**src/rtl/mhd_stream_monitor.sv**
```systemverilog
// mhd_stream_monitor
//
// Streaming Hamming-distance monitor for approximate-circuit evaluation.
// Each accepted (a, b) pair flows through a three-stage pipeline:
// S1 registers a ^ b, S2 registers its popcount, and S3 folds that distance
// into the run statistics. A run of num_samples pairs is framed by start/done.
//
// Ports:
//   clk            clock, all state updates on the rising edge
//   rst_n          synchronous active-low reset
//   start          begin a run (honoured only in IDLE)
//   num_samples    run length N, latched when start is accepted
//   in_valid       a/b pair valid
//   in_ready       pair accepted this cycle when in_valid is also high
//   a, b           exact and approximate output words
//   busy           high whenever the monitor is not IDLE
//   done           one-cycle pulse once the run results are final
//   viol_cnt       number of samples whose distance exceeds MHD
//   max_hd         largest distance seen in the run
//   hd_sum         sum of all distances in the run
//   first_viol_vld at least one violation seen
//   first_viol_idx 0-based index of the first violating sample

module mhd_stream_monitor #(
  parameter int WIDTH = 34,
  parameter int MHD   = 4,
  parameter int SUM_W = 7,
  parameter int CNT_W = 16
) (
  input  logic                   clk,
  input  logic                   rst_n,
  input  logic                   start,
  input  logic [CNT_W-1:0]       num_samples,
  input  logic                   in_valid,
  output logic                   in_ready,
  input  logic [WIDTH-1:0]       a,
  input  logic [WIDTH-1:0]       b,
  output logic                   busy,
  output logic                   done,
  output logic [CNT_W-1:0]       viol_cnt,
  output logic [SUM_W-1:0]       max_hd,
  output logic [CNT_W+SUM_W-1:0] hd_sum,
  output logic                   first_viol_vld,
  output logic [CNT_W-1:0]       first_viol_idx
);

  typedef enum logic [1:0] {IDLE, RUN, DRAIN, DONE} state_t;

  localparam logic [SUM_W-1:0] MHD_LIM = SUM_W'(MHD);
  localparam logic [CNT_W-1:0] ONE_CNT = CNT_W'(1);

  state_t state;
  state_t state_next;

  logic [CNT_W-1:0] run_len;
  logic [CNT_W-1:0] acc_cnt;
  logic             accept;
  logic             start_ok;
  logic             run_full;

  logic             s1_vld;
  logic [WIDTH-1:0] s1_diff;
  logic [CNT_W-1:0] s1_idx;
  logic [SUM_W-1:0] s1_pop;

  logic             s2_vld;
  logic [SUM_W-1:0] s2_hd;
  logic [CNT_W-1:0] s2_idx;

  assign accept   = in_valid & in_ready;
  assign start_ok = (state == IDLE) & start;

  // The run is full either when every sample is already in, or when this
  // cycle's accept is the last one; the second term lets RUN leave on the
  // very edge of the final accept. acc_cnt < run_len whenever accept is set,
  // so acc_cnt + 1 cannot wrap.
  assign run_full = (acc_cnt == run_len) |
                    (accept & ((acc_cnt + ONE_CNT) == run_len));

  // State register.
  always_ff @(posedge clk) begin
    if (!rst_n) begin
      state <= IDLE;
    end else begin
      state <= state_next;
    end
  end

  // Next-state logic. DRAIN waits until neither pipeline stage still holds a
  // sample, so the accumulate stage has absorbed everything before DONE.
  always_comb begin
    state_next = state;
    case (state)
      IDLE:    if (start) state_next = RUN;
      RUN:     if (run_full) state_next = DRAIN;
      DRAIN:   if (!s1_vld && !s2_vld) state_next = DONE;
      DONE:    state_next = IDLE;
      default: state_next = IDLE;
    endcase
  end

  // Outputs decoded from state. in_ready deliberately ignores in_valid.
  always_comb begin
    in_ready = 1'b0;
    busy     = 1'b0;
    done     = 1'b0;
    case (state)
      IDLE:    ;
      RUN:     begin
                 busy     = 1'b1;
                 in_ready = (acc_cnt < run_len);
               end
      DRAIN:   busy = 1'b1;
      DONE:    begin
                 busy = 1'b1;
                 done = 1'b1;
               end
      default: ;
    endcase
  end

  // Run length and accept counter, both restarted by an accepted start.
  always_ff @(posedge clk) begin
    if (!rst_n) begin
      run_len <= '0;
      acc_cnt <= '0;
    end else if (start_ok) begin
      run_len <= num_samples;
      acc_cnt <= '0;
    end else if (accept) begin
      acc_cnt <= acc_cnt + ONE_CNT;
    end
  end

  // Population count of the S1 difference word.
  always_comb begin
    s1_pop = '0;
    for (int i = 0; i < WIDTH; i++) begin
      s1_pop = s1_pop + SUM_W'(s1_diff[i]);
    end
  end

  // S1 and S2 pipeline stages; each carries a valid bit and the sample index
  // so the accumulate stage can record where the first violation occurred.
  always_ff @(posedge clk) begin
    if (!rst_n) begin
      s1_vld  <= 1'b0;
      s1_diff <= '0;
      s1_idx  <= '0;
      s2_vld  <= 1'b0;
      s2_hd   <= '0;
      s2_idx  <= '0;
    end else begin
      s1_vld <= accept;
      if (accept) begin
        s1_diff <= a ^ b;
        s1_idx  <= acc_cnt;
      end
      s2_vld <= s1_vld;
      if (s1_vld) begin
        s2_hd  <= s1_pop;
        s2_idx <= s1_idx;
      end
    end
  end

  // S3: accumulate run statistics. Previous results hold until a new start
  // is accepted, which clears them.
  always_ff @(posedge clk) begin
    if (!rst_n) begin
      viol_cnt       <= '0;
      max_hd         <= '0;
      hd_sum         <= '0;
      first_viol_vld <= 1'b0;
      first_viol_idx <= '0;
    end else if (start_ok) begin
      viol_cnt       <= '0;
      max_hd         <= '0;
      hd_sum         <= '0;
      first_viol_vld <= 1'b0;
      first_viol_idx <= '0;
    end else if (s2_vld) begin
      hd_sum <= hd_sum + (CNT_W+SUM_W)'(s2_hd);
      if (s2_hd > max_hd) begin
        max_hd <= s2_hd;
      end
      if (s2_hd > MHD_LIM) begin
        viol_cnt <= viol_cnt + ONE_CNT;
        if (!first_viol_vld) begin
          first_viol_vld <= 1'b1;
          first_viol_idx <= s2_idx;
        end
      end
    end
  end

endmodule

```
**config.mk**
```make
export PLATFORM = sky130hd
export DESIGN_NAME = mhd_stream_monitor
export DESIGN_NICKNAME = d
export VERILOG_FILES = /design/src/rtl/mhd_stream_monitor.sv
export SDC_FILE = /design/constraint.sdc
export NUM_CORES = 1
export LEC_CHECK = 0
export ABC_AREA = 1
export BUFFER_PORTS_ARGS = -buffer_cell sky130_fd_sc_hd__buf_2
export CORE_ASPECT_RATIO = 0.9
export CORE_MARGIN = 8
export CORE_UTILIZATION = 25
export DETAILED_ROUTE_END_ITERATION = 7
export PLACE_DENSITY_LB_ADDON = 0.1
export SLEW_MARGIN = 15
export SYNTH_ARGS = -nofsm -noshare
export SYNTH_HDL_FRONTEND = slang
export SYNTH_SLANG_ARGS = --single-unit
```
**constraint.sdc**
```tcl
create_clock -name clk -period 9.7 [get_ports clk]
set_input_delay 0 -clock clk [delete_from_list [all_inputs] [get_ports clk]]
set_output_delay 0 -clock clk [all_outputs]
set_load 0.05 [all_outputs]
```
* Word level (Yosys, flattened, before mapping)
Cells that the tools add are included.
Word-level totals: flip-flop bits (word level) 172, input port bits 88, output and inout bits 66, word-level logic and storage cells 85
Operators by class: $add $sub $neg 36, order comparisons 3, equality and inequality tests 8, mux-type cells 7, bitwise logic cells 7, reductions and logical operators 10
Operators with widths (number):
- $add 7x1->7 | 27
- $xor 34x34->34 | 1
- $add 16x1->16 const B | 2
- $eq 16x16->1 | 2
- $add 23x7->23 | 1
- $lt 16x16->1 | 1
- $pmux 2 s4 | 1
- $add 6x1->7 | 1
- $gt 7x3->1 const B | 1
- $gt 7x7->1 | 1
- $add 5x1->6 | 1
- $mux 2 | 3
- $ne 2x2->1 const B | 3
- $reduce_and 3->1 | 2
- $add 4x1->5 | 1
- $add 3x1->4 | 1
- $eq 2x2->1 const B | 2
- $reduce_and 2->1 | 2
- $add 2x1->3 | 1
- $and 1x1->1 | 3
- $mux 1 | 3
- $reduce_or 3->1 | 1
- $add 1x1->2 | 1
- $eq 2x1->1 const B | 1
- 6 further kinds | 8

* Depth between registers and ports, before layout
Gate-level depths: netlist (run 1).
depth after elaboration 33, mapped depth 21, mapped depth without buffers 21

* Worst setup path before layout (run 1)
OpenSTA, ideal clock, no wires.
path kind register to register, start point register s1_diff[11], end point register s2_hd[5], library setup time 0.116 ns, data arrival time 4.438 ns, data required time 9.584 ns, setup slack 5.146 ns, cell stages (with the launch flop) 22, buffers on the path 0, clock period less this slack 4.554 ns, cells stage by stage dfxtp_1 -> inv_1 -> fa_1 -> inv_1 -> fa_1 -> inv_1 -> fa_1 -> inv_1 -> fa_1 -> fa_1 -> inv_1 -> fa_1 -> inv_1 -> ha_1 -> nand2_1 -> nor2_1 -> a211oi_1 -> nor2_1 -> nor2_1 -> o21ai_0 -> o211ai_1 -> inv_1
On the way: word-level cells in the longest chain between the ends 23
Ends and longest elaborated chain:
- start, declared | RTL line 62 | logic [WIDTH-1:0] s1_diff;
- start signal, assigned | RTL line 156 | s1_diff <= a ^ b;
- $add 7x1->7 (23 in series) | RTL line 139 | s1_pop = s1_pop + SUM_W'(s1_diff[i]);
- end signal, assigned | RTL line 161 | s2_hd <= s1_pop;
- end, declared | RTL line 67 | logic [SUM_W-1:0] s2_hd;
Every way passes these cells. A chain may end at the register's enable or synchronous reset.

* Worst setup path in the final report (run 1)
start point register s1_diff[17], end point register s2_hd[5]
On the way: word-level cells in the longest chain between the ends 17
Ends and longest elaborated chain (RTL line):
- $add 7x1->7 (17 in series) | 139
Every way passes these cells.

==> results of run 1 <==
## registers in the layout, indices dropped and copies added (netlist names)
signal	flops
first_viol_vld	1
state	2
s2_idx	16
s1_vld	1
hd_sum	23
s2_vld	1
max_hd	6
s2_hd	6
s1_diff	34
viol_cnt	16
run_len	16
first_viol_idx	16
s1_idx	16
acc_cnt	16
## what timing repair did
item | 4_1_cts | 5_1_grt
hold buffers | 86 | 0
setup buffers | 0 | 0
hold endpoints to repair | 51 | 0
setup endpoints to repair | 0 | 0
## area by class of cell
class,count,area (µm²)
diodes,1,2.502
clock buffers,21,460.4
clock inverters,10,107.6
fillers,3799,23400
inverters,167,626.9
multi-input cells,788,4633
flip-flops and latches,170,3403
well taps,469,586.8
repair buffers,244,1667
## worst max-delay path, stage by stage (launching register included)
cell and delay [ps]:
dfxtp_1 320, fa_1 530, inv_1 60, fa_1 430, fa_1 510, inv_1 50, fa_1 470, fa_1 540
inv_1 50, fa_1 600, inv_1 60, ha_1 280, nand2_1 60, nor2_1 40, a211oi_1 300, nor2_1 80
nor2_1 80, o21ai_0 80, o211ai_1 130, inv_1 50
## cells by family after synthesis
logic type | synth area share
AND/OR/NAND/NOR | 0.1816
AO/OA/AOI/OAI | 0.1677
buffers and inverters | 0.09074
flip-flops | 0.3857
adder cells (fa/ha/maj) | 0.1222
XOR/XNOR | 0.05161
other | 0.0004249
## power breakdown
group | switching [W] | internal (W) | leakage (nW)
registers | 0.0000855 | 0.000813 | 1.38
logic | 0.000794 | 0.000525 | 3.46
clock network | 0.000311 | 0.000373 | 0.281
total | 0.00119 | 0.00171 | 5.12
## metrics by stage
step           total power [W]  area (µm²)  std cells    util
2_1_floorplan         0.001852        8825       1167       -
3_3_place_gp          0.002198       10060       1752  0.2882
3_5_place_dp          0.002215       10060       1752  0.2882
4_1_cts               0.002971       11480       1869  0.3292
5_1_grt               0.003218       11490       1870  0.3292
6_report              0.002901       11490       1870  0.3292
## synth_stat cells (all sizes together)
| cell | instances | area, µm² |
|---|---|---|
| dfxtp | 170 | 3403 |
| inv | 167 | 626.9 |
| nor2 | 163 | 661.9 |
| o21ai | 153 | 773.2 |
| nand2 | 143 | 551.8 |
| a21oi | 125 | 629.4 |
| ha | 43 | 538.0 |
| xnor2 | 39 | 341.6 |
| nand3 | 33 | 170.2 |
| clkbuf | 32 | 120.1 |
| fa | 27 | 540.5 |
| nand4 | 18 | 112.6 |
| nor3 | 13 | 65.06 |
| xor2 | 13 | 113.9 |
| buf | 10 | 53.79 |
| a31oi | 4 | 25.02 |
| o21a | 3 | 22.52 |
| or2 | 3 | 18.77 |
| a211oi | 2 | 15.01 |
| nor3b | 2 | 15.01 |
| conb | 1 | 3.750 |
| nand3b | 1 | 7.510 |
| o211ai | 1 | 7.510 |
| o21bai | 1 | 7.510 |
## metal layers
metal	routed length, µm	GRT usage	share of wire	vias to the layer above
met2	11620	0.1972	0.44	121
met5	0	0	0	-
li1	-	-	-	4201
met4	214	0.03091	0.0081	0
met1	13680	0.1726	0.52	3611
met3	886	0.03057	0.034	12
## worst min-delay path by stage
stage / start / endpoint / slack [ps] / cells after the start
6_report: start / state[0] / 80 / 5
5_1_grt: start / state[0] / 90 / 5
4_1_cts: start / state[0] / 40 / 5
3_5_place_dp: num_samples[0] / run_len[0] / 280 / 3
3_3_place_gp: num_samples[0] / run_len[0] / 260 / 3
2_1_floorplan: num_samples[0] / run_len[0] / 170 / 2
==> results_dict.tcl, run 1 <==
set metrics [dict create \
    outcome "finished, final reports clean" \
    start_util 0.2529 \
    via_per_inst 4.249 \
    rows 65 \
    clock_latency_ps 440 \
    ys_ff_latch 170 \
    core_um2 34890 \
    fin_nets 1546 \
    synth_area_um2 8825 \
    yosysSeqAreaShare 0.3857 \
    grt_max_degree 88 \
    overflow 0 \
    period_minus_slack_ps 4826 \
    area_delta_synth_final_pct 30.17 \
    cts.repair.resized 0 \
    slew_headroom 0.3448 \
    antenna_found_initial 1 \
    final_common_cell "dfxtp_1" \
    power.density_nw_per_um2 252.6 \
    cts.sinks 170 \
    dieArea_um2 41580 \
    die-width_um 214.0 \
    critPathRequiredTime_ps 10030 \
    crit_fanout 2 \
    syn_inst 1167 \
    cts_max_level 4 \
    cts_buffers 17 \
    finalMaxSlewViolations 0 \
    boundaryPins 154 \
    setup_ws_ps 4874 \
    timing.rr.end "s2_hd[5]" \
    critPathLaunchType "flop" \
    drc 0 \
    syn-num-nets 1325 \
    first_global_vias 7945 \
    period_share 0.4976 \
    yosysWarningCount 0 \
    dieHeight_um 194.2 \
    max_slew.worst_pin.slew_ps 981.7 \
    vias 7945 \
    clockBufferDepth 2 \
    final_cell_mix "dfxtp_1 (170), inv_1 (167), buf_2 (152)" \
    clk_pin_slew_worst_paths_ps 70 \
    pre_cts_ws_ps 4867 \
    grt_pass1_wl_um 42710 \
    r2r_start "s1_diff[17]" \
    ant_nets 0 \
    worst_r2r_path_depth 19 \
    io_buffers 152 \
    skew_ps 10.38 \
    cp-end-kind "flop" \
    critPathLaunch "s1_diff[17]" \
    wl_um 26400 \
    max_freq_mhz 207.2 \
    fin_tns_setup_ps 0 \
    finalSetupViolCount 0 \
    syn_avg_cell_area_um2 7.562 \
    hold_path.class "in2reg" \
    cts-root-buf "clkbuf_16" \
    final_layout_size_suffix_gt1_frac 0.1507 \
    finalHoldViolCount 0 \
    wl_per_cell_um 14.12 \
    peakVddDrop_mv 0.1746 \
    crit_path_end "s2_hd[5]" \
    synth.distinct_cells 33 \
    tritoncts "yes" \
    drtPass1Iterations 4 \
    max_cap_violations 0 \
    place_congestion 0.7830 \
    rsz0062_at_grt "false" \
    p_leak_nw 5.120 \
    hold_ws_ps 79.00 \
    reg2reg_setup_slack_ps 4870 \
    dr.first_iter.drc_count 393 \
    worstPathArrival_ps 5160 \
    critical_path_class "reg2reg" \
    hpwl_um 18970 \
    grt_util_all_layers 0.1263 \
]
Note: power is estimated with default switching activity, not from simulation.
==> inputs of run 2 (changes only) <==
ABC_AREA = 0   (was 1)
clock period = 4.2 ns   (was 9.7 ns; I/O delays follow)
==> results_dict.tcl, run 2 <==
set metrics [dict create \
    outcome "finished, violations left" \
    violations "setup timing" \
    critPathRequiredTime_ps 4530 \
    first_global_vias 7449 \
    path_buf_inv 6 \
    hpwl_um 17730 \
    crit_family "adder cells" \
    synth_compound_area_frac 0.1204 \
    top_regs "s1_diff: 34 flops, hd_sum: 23 flops" \
    syn_inst 1027 \
    synth_top_family_by_area "simple AND/OR/NAND/NOR gates" \
    final_area_um2 11870 \
    p_int_w 0.003815 \
    seqPwrFrac 0.305 \
    synth-simple-area-share 0.1708 \
    clockBufferDepth 2 \
    combPwrFrac 0.426 \
    p_sw_frac 0.3755 \
    period_minus_slack_ps 4575 \
    final_common_cell "dfxtp_1" \
    skew_ps 10.80 \
    synth_top_area_share 0.3692 \
    syn_avg_cell_area_um2 8.975 \
    critPathMostFrequentCell "fa_1" \
    synth_top_flop_cell "dfxtp_1" \
    critPathLaunchType "flop" \
    vias 7321 \
    rows 66 \
    power_w 0.006109 \
    overflow 0 \
    antenna_cells 0 \
    final_cell_mix "dfxtp_1 (168), buf_2 (152), nand2_1 (143)" \
    critPathLaunch "s1_diff[11]" \
    finalHoldViolCount 0 \
    yosysSeqAreaShare 0.3692 \
    hold_start "a[1]" \
    area_delta_synth_final_pct 28.80 \
    worstPathArrival_ps 4910 \
    yosysMostFrequentCell "dfxtp_1" \
    highest_layer "met5" \
    clock_latency_ps 430 \
    peakVddDrop_mv 0.4097 \
    cpPeakStageDelay_ps 540 \
    finalSetupViolCount 5 \
    power.density_nw_per_um2 514.5 \
    io_buffers 152 \
    max_cap_violations 0 \
    power_frac_clock 0.270 \
    antenna_found_initial 1 \
    crit_fanout 2 \
    cts_max_level 4 \
    synth_area_um2 9218 \
    ys_ff_latch 170 \
    synth_common_cells "dfxtp_1 (170), nand2_1 (144), inv_1 (103)" \
    wl_per_cell_um 14.04 \
    start_util 0.2543 \
    p_sw_w 0.002294 \
    cts_buffers 17 \
    syn-num-nets 1185 \
    dpl_cell_area_um2 10420 \
    hold_path.class "in2reg" \
    synthMuxAreaShare 0.05538 \
    dieArea_um2 43280 \
    met3_length_um 1033 \
    fin_nets 1401 \
    critical_path_class "reg2reg" \
    cts.sinks 170 \
    synth_adder_area_share 0.1181 \
    wl_um 24320 \
    max_slew.worst_pin.slew_ps 986.7 \
    rsz0062_at_grt "true" \
    grt_pass1_wl_um 40320 \
    ant_nets 0 \
    grt_util_all_layers 0.1156 \
    cp-end-kind "flop" \
    max_freq_mhz 218.6 \
    synthArstFlopShare 0 \
    synth_area_leaders "dfxtp_1 (37%), xnor2_1 (6.7%), fa_1 (5.9%), nand2_1 (5.9%), ha_1 (5.8%)" \
    synth.distinct_cells 60 \
    cts-root-buf "clkbuf_16" \
    wl_met1_um 12830 \
    tritoncts "yes" \
    fin_tns_setup_ps -1420 \
    final_layout_size_suffix_gt1_frac 0.1791 \
    grt_max_degree 72 \
    crit_slowest_cell "fa_1" \
    drc 0 \
    slew_headroom 0.3422 \
    dieHeight_um 198.2 \
    place_congestion 0.7331 \
    yosysWarningCount 0 \
    via_per_inst 4.227 \
    die-width_um 218.4 \
    synth_top_cell_by_area "dfxtp_1" \
    pre_cts_ws_ps -392.0 \
    largest_register_ffs 34 \
    regMostFlops "s1_diff" \
    fillCellCount 3801 \
    drtPass1Iterations 4 \
    p_leak_nw 5.046 \
    synth_edf_count 0 \
    clk_pin_slew_worst_paths_ps 80 \
    period_share 1.089 \
    wl_met2_um 10220 \
    boundaryPins 154 \
    r2r_start "s1_diff[11]" \
    synth_xor_area_frac 0.09122 \
    cp_cell_sequence "inv_2 > fa_1 > inv_2 > fa_1 > inv_1 > fa_1 > fa_1 > fa_1 > fa_1 > inv_1 > ha_2 > inv_2 > fa_2 > inv_1 > a21o_1 > a21oi_2 > xnor2_1 > nand2_1 > o211a_1" \
    setup_ws_ps -375.0 \
    finalMaxSlewViolations 0 \
    core_um2 36250 \
    dr.first_iter.drc_count 348 \
]
==> run 2: worst reg2reg max path, stage by stage (launching register included) <==
cell     delay [ps]
dfxtp_2         340
inv_2            40
fa_1            540
inv_2            40
fa_1            470
inv_1            50
fa_1            490
fa_1            430
fa_1            510
fa_1            410
inv_1            70
ha_2            170
inv_2            40
fa_2            330
inv_1            60
a21o_1          120
a21oi_2          60
xnor2_1         130
nand2_1          70
o211a_1         120
==> run 2: power by group through the flow <==
| stage | Sequential, W | Clock [W] | Combinational (W) |
|---|---|---|---|
| after floorplan | 0.00186 | 0 | 0.00178 |
| after global placement | 0.00190 | 0 | 0.00247 |
| after detailed placement | 0.00190 | 0 | 0.00252 |
| after CTS | 0.00186 | 0.00173 | 0.00267 |
| after global routing | 0.00188 | 0.00180 | 0.00300 |
| final | 0.00186 | 0.00165 | 0.00260 |
==> run 2: final timing paths <==
path              slack, ps                 end  cells after the start
setup reg to reg       -370            s2_hd[4]                     19
hold reg to reg         460  first_viol_idx[12]                      2
setup / recovery       -370            s2_hd[4]                     19
hold / removal           20          s1_diff[1]                      4
==> run 2: routing by layer <==
metal,vias up,track usage
met4,2,0.02760
met5,-,0
li1,3847,-
met1,3331,0.1654
met3,16,0.02609
met2,125,0.1732
==> run 2: cell families (layout without fill, tap and decap cells) <==
logic type / after synthesis / count (layout)
muxes: 51 / 51
adders and majority gates: 71 / 71
AOI/OAI and AO/OA: 153 / 153
other: 1 / 1
xor gates and xnor gates: 96 / 96
and+or+nand+nor: 331 / 331
DFF: 170 / 170
buffers and inverters: 154 / 383
==> run 2: final cells by class <==
cell class | instances | area, µm² | area share
multi-input cells | 703 | 5159 | 0.4345
flip-flops and latches | 170 | 3406 | 0.2869
repair buffers | 248 | 1712 | 0.1442
well taps | 476 | 595.6 | 0.05016
clock buffers | 17 | 425.4 | 0.03583
inverters | 103 | 386.6 | 0.03256
clock inverters | 15 | 188.9 | 0.01591
==> run 2: through the flow <==
stage / cells / hold slack [ps] / utilization
global placement: 1617 / 262.9 / 0.2874
finish: 1732 / 15.70 / 0.3275
global route: 1732 / 25.85 / 0.3275
detailed placement: 1617 / 263.7 / 0.2874
floorplan: 1027 / 144.8 / -
CTS: 1732 / 4.600 / 0.3274
==> run 2: timing repair <==
action,CTS,global route
hold buffers,82,0
cloned,0,0
hold endpoints to repair,49,0
setup buffers,1,0
resized for setup,1,6
pin swaps,2,4
endpoints found under the setup margin,5,5
==> inputs of run 3 (changes only) <==
HOLD_SLACK_MARGIN = 0.1   (was unset)
==> results_dict.tcl, run 3 (synthesized netlist as in run 2, its figures left out) <==
set metrics [dict create \
    seqPwrFrac 0.304 \
    core_um2 36250 \
    dieArea_um2 43280 \
    instances_no_fill 1735 \
    grt_max_degree 72 \
    cpPeakStageDelay_ps 540 \
    wl_per_cell_um 14.04 \
    regMostFlops "s1_diff" \
    dieHeight_um 198.2 \
    rows 66 \
    period_minus_slack_ps 4573 \
    peakVddDrop_mv 0.4092 \
    rsz0062_at_grt "true" \
    final_layout_size_suffix_gt1_frac 0.1787 \
    drc 0 \
    period_share 1.089 \
    cts_buffers 17 \
    crit_slowest_cell "fa_1" \
    drtPass1Iterations 4 \
    setup_ws_ps -373.4 \
    antenna_cells 0 \
    dp.cells 1617 \
    finalHoldViolCount 0 \
    clk_pin_slew_worst_paths_ps 80 \
    p_int_w 0.003818 \
    hold_ws_ps 245.7 \
    finalSetupViolCount 5 \
    area_delta_synth_final_pct 29.13 \
    antenna_found_initial 1 \
    via_per_inst 4.228 \
    die-width_um 218.4 \
    p_sw_w 0.002295 \
    io_buffers 152 \
    top_regs "s1_diff: 34 flops, hd_sum: 23 flops" \
    cp_cell_sequence "inv_2 > fa_1 > inv_2 > fa_1 > inv_1 > fa_1 > fa_1 > fa_1 > fa_1 > inv_1 > ha_2 > inv_2 > fa_2 > inv_1 > a21o_1 > a21oi_2 > xnor2_1 > nand2_1 > o211a_1" \
    grt_use_met1 0.1656 \
    cts_max_level 4 \
    power.density_nw_per_um2 513.5 \
    cts-root-buf "clkbuf_16" \
    skew_ps 12.43 \
    cts.sinks 170 \
    critPathMostFrequentCell "fa_1" \
    gr-usage-met3 0.02578 \
    pre_cts_ws_ps -392.0 \
    worstPathArrival_ps 4910 \
    max_cap_violations 0 \
    finalMaxSlewViolations 0 \
    grt_util_all_layers 0.1158 \
    critical_path_class "reg2reg" \
    wl_um 24360 \
    power_w 0.006113 \
    grt_pass1_wl_um 40420 \
    largest_register_ffs 34 \
    combPwrFrac 0.426 \
    first_global_vias 7475 \
    fin_nets 1404 \
    overflow 0 \
    hpwl_um 17730 \
    boundaryPins 154 \
    ant_nets 0 \
    violations "setup timing" \
    crit_fanout 2 \
    clockBufferDepth 2 \
    clock_latency_ps 440 \
    tritoncts "yes" \
    max_slew.worst_pin.slew_ps 997.2 \
    dr.first_iter.drc_count 353 \
    hold_path.class "in2reg" \
    power_frac_clock 0.270 \
    place_congestion 0.7331 \
    slew_headroom 0.3352 \
    start_util 0.2543 \
    final_cell_mix "dfxtp_1 (168), buf_2 (152), nand2_1 (143)" \
    utilization 0.3283 \
    critPathLaunchType "flop" \
    p_leak_nw 5.058 \
    outcome "finished, violations left" \
    busiest_layer "met2" \
    final_common_cell "dfxtp_1" \
    met2_usage 0.1740 \
    max_freq_mhz 218.7 \
    critPathRequiredTime_ps 4530 \
    cp-end-kind "flop" \
    p_sw_frac 0.3755 \
    vias 7335 \
]
[run 3: cell types whose count changed in the layout (fill, tap and decap cells not counted), sizes merged]
| cell | before | now |
|---|---|---|
| dlygate4sd3 | 82 | 85 |
[run 3: path summary, 6_finish.rpt]
kind	startpoint	end	slack, ps	cells after the start
min	start	run_len[2]	250	4
min reg2reg	first_viol_idx[5]	first_viol_idx[5]	460	2
max	s1_diff[11]	s2_hd[4]	-370	19
max reg2reg	s1_diff[11]	s2_hd[4]	-370	19
[run 3: area by class of cell]
| type | count | area, µm² |
|---|---|---|
| Inverter | 103 | 386.6 |
| Tap cell | 476 | 595.6 |
| Timing Repair Buffer | 251 | 1742 |
| Clock buffer | 17 | 425.4 |
| Fill cell | 3800 | 24350 |
| Multi-Input combinational cell | 703 | 5159 |
| Clock inverter | 15 | 188.9 |
| Sequential cell | 170 | 3406 |
[run 3: power groups by stage]
stage          registers, W  logic, W  clock network [W]
6_report            0.00186   0.00260            0.00165
5_1_grt             0.00188   0.00300            0.00180
4_1_cts             0.00186   0.00267            0.00173
3_5_place_dp        0.00190   0.00252                  0
3_3_place_gp        0.00190   0.00247                  0
2_1_floorplan       0.00186   0.00178                  0
[run 3: per-layer routing]
| layer | share of wire | up-vias |
|---|---|---|
| met3 | 0.041 | 16 |
| met1 | 0.53 | 3335 |
| met4 | 0.0093 | 2 |
| met2 | 0.42 | 128 |
| li1 | - | 3854 |
| met5 | 0.00033 | - |
[run 3: worst max-delay path, delay by kind of cell (launching register included)]
| family | cells | cell delay (ps) |
|---|---|---|
| DFF | 1 | 340 |
| buffers and inverters | 6 | 300 |
| AOI/OAI and AO/OA | 3 | 300 |
| and+or+nand+nor | 1 | 70 |
| xor gates and xnor gates | 1 | 120 |
| adders and majority gates | 8 | 3350 |
[run 3: metrics by stage]
step           cell area, µm²  TNS [ps]
3_3_place_gp            10420     -1282
4_1_cts                 11900     -1451
6_report                11900     -1422
3_5_place_dp            10420     -1483
2_1_floorplan            9231    -683.8
5_1_grt                 11900     -2389
[run 3: timing repair]
action,in CTS,in global routing
hold buffers,85,0
hold endpoints to repair,51,0
pin swaps,2,4
endpoints found under the setup margin,5,5
setup buffers,1,0
resized for setup,1,6
